File: config.mk
export PLATFORM = sky130hd
export DESIGN_NAME = flex_dr_sr
export DESIGN_NICKNAME = d
export VERILOG_FILES = /design/src/rtl/flex_sr_pkg.sv /design/src/rtl/flex_sat_counter.sv /design/src/rtl/flex_dr_sr.sv
export SDC_FILE = /design/constraint.sdc
export NUM_CORES = 1
export LEC_CHECK = 0
export ABC_AREA = 1
export BUFFER_PORTS_ARGS = -buffer_cell sky130_fd_sc_hd__buf_4
export CORE_MARGIN = 3
export CORE_UTILIZATION = 38
export CTS_CLUSTER_DIAMETER = 50
export CTS_CLUSTER_SIZE = 28
export DETAILED_ROUTE_END_ITERATION = 16
export GPL_TIMING_DRIVEN = 0
export PLACE_DENSITY = 0.75
export SYNTH_ARGS = -nofsm -noshare
export SYNTH_HDL_FRONTEND = slang
export SYNTH_SLANG_ARGS = --single-unit
export TNS_END_PERCENT = 20
File: constraint.sdc
create_clock -name clk -period 1.2 [get_ports clk]
set_clock_uncertainty 0.15 [all_clocks]
set_input_delay 0.36 -clock clk [delete_from_list [all_inputs] [get_ports clk]]
set_output_delay 0.36 -clock clk [all_outputs]
set_load 0.1 [all_outputs]
File: src/rtl/flex_sr_pkg.sv
// Shared types and helpers for the flex_dr_sr JTAG data register family.
package flex_sr_pkg;

  typedef enum logic [1:0] {
    EMPTY    = 2'b00,
    LOADED   = 2'b01,
    SHIFTING = 2'b10,
    FULL     = 2'b11
  } sr_state_t;

  // Bits needed to hold a count from 0 up to and including n.
  function automatic int count_width(input int n);
    return $clog2(n + 1);
  endfunction

endpackage

File: src/rtl/flex_sat_counter.sv
// Saturating up-counter with synchronous clear and a sticky flag that is set
// when an increment is requested while already at MAX.
module flex_sat_counter
  import flex_sr_pkg::*;
#(
  parameter int MAX = 8,
  parameter int W   = count_width(MAX)
) (
  input  logic         clk,
  input  logic         n_rst,
  input  logic         clr,
  input  logic         inc,
  output logic [W-1:0] count,
  output logic         at_max,
  output logic         rollover
);

  localparam logic [W-1:0] MAX_V = W'(MAX);

  assign at_max = (count == MAX_V);

  always_ff @(posedge clk or negedge n_rst) begin
    if (!n_rst) begin
      count    <= '0;
      rollover <= 1'b0;
    end else if (clr) begin
      count    <= '0;
      rollover <= 1'b0;
    end else if (inc) begin
      if (at_max) begin
        rollover <= 1'b1;
      end else begin
        count <= count + 1'b1;
      end
    end
  end

endmodule

File: src/rtl/flex_dr_sr.sv
// Capture/shift/update data register for JTAG DRs with shadow update register,
// saturating shift counter and state tracker. Optional: FLEX_DR_SR_PARITY_EN.
module flex_dr_sr
  import flex_sr_pkg::*;
#(
  parameter int                  NUM_BITS    = 8,
  parameter int                  SHIFT_MSB   = 1,
  parameter logic [NUM_BITS-1:0] UPD_RST_VAL = '0
) (
  input  logic                               clk,
  input  logic                               n_rst,
  input  logic                               capture_en,
  input  logic                               shift_en,
  input  logic                               update_en,
  input  logic                               serial_in,
  input  logic [NUM_BITS-1:0]                parallel_in,
  output logic                               serial_out,
  output logic [NUM_BITS-1:0]                shift_reg,
  output logic [NUM_BITS-1:0]                update_out,
  output logic [count_width(NUM_BITS)-1:0]   shift_count,
  output logic                               shift_full,
  output logic                               overflow,
  output sr_state_t                          sr_state
`ifdef FLEX_DR_SR_PARITY_EN
  ,
  output logic                               update_parity
`endif
);

  localparam int            CW   = count_width(NUM_BITS);
  localparam logic [CW-1:0] LAST = CW'(NUM_BITS - 1);

  logic                do_cap;
  logic                do_shift;
  logic                do_upd;
  logic                cnt_at_max;
  logic [NUM_BITS-1:0] shifted;
  sr_state_t           state_next;

  // Capture wins over shift, shift wins over update.
  assign do_cap   = capture_en;
  assign do_shift = shift_en & ~capture_en;
  assign do_upd   = update_en & ~capture_en & ~shift_en;

  always_comb begin
    shifted = shift_reg;
    if (SHIFT_MSB != 0) begin
      shifted = {shift_reg[NUM_BITS-2:0], serial_in};
    end else begin
      shifted = {serial_in, shift_reg[NUM_BITS-1:1]};
    end
  end

  assign serial_out = (SHIFT_MSB != 0) ? shift_reg[NUM_BITS-1] : shift_reg[0];

  always_ff @(posedge clk or negedge n_rst) begin
    if (!n_rst) begin
      shift_reg <= '1;
    end else if (do_cap) begin
      shift_reg <= parallel_in;
    end else if (do_shift) begin
      shift_reg <= shifted;
    end
  end

  always_ff @(posedge clk or negedge n_rst) begin
    if (!n_rst) begin
      update_out <= UPD_RST_VAL;
    end else if (do_upd) begin
      update_out <= shift_reg;
    end
  end

`ifdef FLEX_DR_SR_PARITY_EN
  always_ff @(posedge clk or negedge n_rst) begin
    if (!n_rst) begin
      update_parity <= 1'b0;
    end else if (do_upd) begin
      update_parity <= ^shift_reg;
    end
  end
`endif

  flex_sat_counter #(
    .MAX (NUM_BITS),
    .W   (CW)
  ) u_cnt (
    .clk      (clk),
    .n_rst    (n_rst),
    .clr      (do_cap),
    .inc      (do_shift),
    .count    (shift_count),
    .at_max   (cnt_at_max),
    .rollover (overflow)
  );

  always_ff @(posedge clk or negedge n_rst) begin
    if (!n_rst) begin
      sr_state <= EMPTY;
    end else begin
      sr_state <= state_next;
    end
  end

  // A shift from LAST (or already saturated) lands in FULL.
  always_comb begin
    state_next = sr_state;
    if (do_cap) begin
      state_next = LOADED;
    end else if (do_shift) begin
      if (cnt_at_max || (shift_count == LAST)) begin
        state_next = FULL;
      end else begin
        state_next = SHIFTING;
      end
    end
  end

  assign shift_full = (sr_state == FULL);

endmodule

* After elaboration in Yosys (flattened, before gate mapping) *
Cells that the tools add are included.

cells by class
  div/mod/pow operators = 0
  magnitude comparators = 0
  multipliers = 0
  multiplexer cells = 11
  equality and inequality tests = 4
  bitwise logic cells = 5
  $add $sub $neg = 1
  shift operators = 0
  reduce and logical (&&, ||, !) cells = 5

operators with widths
  operator             count
  $mux 8               2
  $mux 4               3
  $add 4x1->4 const B  1
  $eq 4x3->1 const B   1
  $eq 4x4->1 const B   1
  $mux 1               4
  $mux 2               2
  $reduce_and 2->1     2
  $reduce_bool 2->1    2
  $and 1x1->1          3
  $eq 2x2->1 const B   1
  $ne 2x2->1 const B   1
  $not 1->1            2
  $logic_or 1x1->1     1

storage, ports and cells
  register bits = 23
  output and inout port bits = 25
  RAM bits = 0
  memories kept = 0
  memory bits (read-only) = 0
  logic and storage cells = 31
  bits of input ports = 14
  bits in latches = 0

* Logic depth before layout (Yosys ltp) *
  depth in word-level cells = 5
  mapped depth = 7
  gate-level depth less buffers = 7

* Cells and area by module *
From an unflattened synthesis, not the netlist that was laid out.

second synthesis, totals
  cells, all modules = 128
  area total of the unflattened synthesis = 1073.5 µm²

by module, submodules not included
  module            times used  area an instance (µm²)  cells each  seq. area each (µm²)
  flex_dr_sr        1           802.0                   95          460.4
  flex_sat_counter  1           271.5                   33          125.1

* Worst setup path after synthesis *
Ideal clock, no wire load.

  kind = reg2out
  start point = register sr_state[0]
  end point = output port shift_full
  slack = -0.974 ns
  data required time = 0.690 ns
  cell stages (with the launch flop) = 3
  data arrival time = 1.664 ns
  path through = dfrtp_1 > nand2_1 > inv_1

between the ends
  word-level cells in the longest chain between the ends = 1

RTL lines
  element                 line               RTL
  from (decl)             flex_dr_sr.sv:23   output sr_state_t sr_state
  from (signal assigned)  flex_dr_sr.sv:101  sr_state <= state_next;
  $eq 2x2->1              flex_dr_sr.sv:119  assign shift_full = (sr_state == FULL);
  to (decl)               flex_dr_sr.sv:21   output logic shift_full,

Every way passes these cells.

* Worst setup path after layout *
  start point = register shift_reg[7]
  end point = output port shift_reg[7]

RTL lines
  element                 line              RTL
  from (decl)             flex_dr_sr.sv:18  output logic [NUM_BITS-1:0] shift_reg,
  from (signal assigned)  flex_dr_sr.sv:60  shift_reg <= parallel_in;
  from (signal assigned)  flex_dr_sr.sv:62  shift_reg <= shifted;

No word-level cell between the ends.

==> impl_metrics.env <==
export IMPL_power_frac_clock_pct=13.2
export IMPL_grt_pass1_vias=1021
export IMPL_final_util_pct=71.4
export IMPL_synth_enable_flop_cells=0
export IMPL_antenna_cells=0
export IMPL_grt_use_total_pct=17.6
export IMPL_clk_pin_slew_ps=130
export IMPL_cts_tree="built"
export IMPL_combPwrFrac_pct=50.2
export IMPL_cts_sinks=23
export IMPL_avgSynthCellArea_sq_um=9.25
export IMPL_endpoint_kind="output pin"
export IMPL_vdd_drop_max_mv=1.08
export IMPL_synth_area_top_cells="dfrtp_1 (35%), dfstp_2 (20%), nand2_1 (12%)"
export IMPL_clockBufferDepth=2
export IMPL_synth_cell_type_count=20
export IMPL_relSlewSlack_pct=80.2
export IMPL_critical_path_class="reg2out"
export IMPL_dr_pass1_iters=4
export IMPL_ios=39
export IMPL_synth_net_count=132
export IMPL_finalMaxSlewViolations=0
export IMPL_root_buffer="clkbuf_4"
export IMPL_area_growth_pct=72.3
export IMPL_violations="negative setup slack"
export IMPL_yosys_warnings=0
export IMPL_synth_top_area_share_pct=35.0
export IMPL_place_port_buffers=38
export IMPL_crit_slowest_cell="dfstp_4"
export IMPL_viasPerCell=5.03
export IMPL_hold_ws_ps=105
export IMPL_drc=0
export IMPL_timing_final_ws_setup_ps=-536
export IMPL_fin_total_pwr_w=0.00273
export IMPL_seqPwrFrac_pct=36.7
export IMPL_hold_class="in2reg"
export IMPL_slowest_delay_ps=660
export IMPL_rsz0062_at_grt="yes"
export IMPL_place_gp_congestion=0.806
export IMPL_die_area_sq_mm=0.00350
export IMPL_nets=179
export IMPL_internal_power_w=0.00150
export IMPL_antenna_found_initial=0
export IMPL_grt_max_degree=24
export IMPL_setup_violations=31
export IMPL_coreArea_sq_mm=0.00259
export IMPL_cts_buffers_inserted=3
export IMPL_fp_row_count=18
export IMPL_drt_iter0_markers=16
export IMPL_synth_top_area_cell="dfrtp_1"
export IMPL_min_period_ps=1740
export IMPL_sw_frac_of_total_pct=45.1
export IMPL_synthCells=116
export IMPL_ys_seq_elements=23
export IMPL_ys_seq_area_share_pct=54.5
export IMPL_syn_area_sq_mm=0.00107
export IMPL_power_density_mw_per_mm2=1480
export IMPL_p_leak_nw=0.841
export IMPL_crit_path_frequent_cell="buf_12"
export IMPL_gr_total_overflow=0
export IMPL_cp_data_required_time_ps=690
export IMPL_tightest_slew_ps=298
export IMPL_die_x_microns=59.2
export IMPL_dominantRegCellSynth="dfrtp_1"
export IMPL_h_tree_depth=1
export IMPL_timing_fmax_mhz=576
export IMPL_grt_first_pass_wirelength_mm=4.66
export IMPL_crit_fanout=3
export IMPL_synth_most_common_cell="nand2_1"
export IMPL_power_switching_w=0.00123
export IMPL_status="finished with violations"
export IMPL_ys_top_cells_by_count="nand2_1 (34), dfrtp_1 (15), inv_1 (13)"
export IMPL_wire_per_inst_microns=14.2
export IMPL_routed_wl_mm=2.73
export IMPL_initial_core_util_pct=41.4
export IMPL_cp_cell_sequence="buf_12 > buf_12"
export IMPL_hold_violations=0
export IMPL_start_kind="register"
export IMPL_vias=966
export IMPL_fillers=195
export IMPL_ant_nets=0
export IMPL_drive_gt1_share_pct=53.7
export IMPL_fin_crit_sh_pct=145
export IMPL_die_h_microns=59.2
export IMPL_cp_arrival_ps=1230
export IMPL_clk_latency_ps=310
export IMPL_hpwl_mm=1.95
export IMPL_async_flop_share_pct=100
export IMPL_cap_violations=0
[through the flow]
| stage | setup TNS [ps] | cells | cell area (sq um) | setup slack (ps) |
|---|---|---|---|---|
| 3_3_place_gp | -3030 | 184 | 1470 | -285 |
| 6_report | -9260 | 192 | 1850 | -536 |
| 4_1_cts | -9320 | 190 | 1790 | -544 |
| 5_1_grt | -10810 | 192 | 1850 | -575 |
| 2_1_floorplan | -7700 | 116 | 1150 | -460 |
| 3_5_place_dp | -3470 | 184 | 1470 | -286 |
[critical path: cells and delay by family (launching register included)]
kind     cells  cell delay, ps
flops        1             660
buf+inv      2             260
[cells by family after synthesis]
kind of cell    Yosys count  share of synthesized area (%)
buf+inv                  20                           8.16
compound gates           17                           13.4
simple gates             54                           21.6
flops                    23                           54.5
fa+ha+maj                 2                           2.33
[layout by cell type (no fill, tap or decap), drive strengths merged, types with 2 or more instances in the layout]
cell type and n:
inv 16, ha 2, nor2 8, nand2 37, dfrtp 15, nand3 7
clkbuf 4, dfstp 8, o221ai 6, o21ai 9, buf 44
[power groups by stage]
stage | combinational [W] | sequential [W] | clock, W
floorplan | 0.000226 | 0.00161 | 0
global placement | 0.00111 | 0.000963 | 0
finish | 0.00137 | 0.00100 | 0.000360
global route | 0.00142 | 0.00102 | 0.000411
CTS | 0.00132 | 0.000998 | 0.000369
detailed placement | 0.00112 | 0.000970 | 0
[cell type report]
type,count,area [sq um],share of cell area [%]
plain buffers,3,36.3,1.96
clock buffers,4,26.3,1.42
inverters,17,70.1,3.79
multi-input cells,73,449,24.3
flip-flops and latches,23,609,32.9
well taps,30,37.5,2.03
repair buffers,42,621,33.6
[worst paths after layout]
kind | startpoint | end | slack, ps | cells past startpoint
setup / recovery | shift_reg[7]$_DFFE_PN1P_ | shift_reg[7] | -540 | 2
min in group asynchronous | n_rst | update_out[2]$_DFFE_PN0P_ | 330 | 2
setup reg to reg | u_cnt.count[0]$_DFFE_PN0P_ | u_cnt.count[2]$_DFFE_PN0P_ | -200 | 6
hold / removal | serial_in | shift_reg[0]$_DFFE_PN1P_ | 110 | 3
hold reg to reg | update_out[0]$_DFFE_PN0P_ | update_out[0]$_DFFE_PN0P_ | 410 | 2
max in group asynchronous | n_rst | shift_reg[4]$_DFFE_PN1P_ | 290 | 2
[routing by layer]
layer	vias to the layer above	GRT usage [%]	wire length [microns]
li1	465	-	-
met1	466	21.2	1090
met2	31	31.5	1460
met3	4	3.70	153
met4	0	4.85	34
met5	-	0	0
[timing repair]
item / 4_1_cts / 5_1_grt
pin swaps: 1 / 0
setup endpoints to repair: 31 / 32
gates resized for setup: 68 / 9
setup buffers: 1 / 2
hold buffers: 1 / 0
endpoints found under the hold margin: 15 / 0
Power figures use the tool's default switching activity.
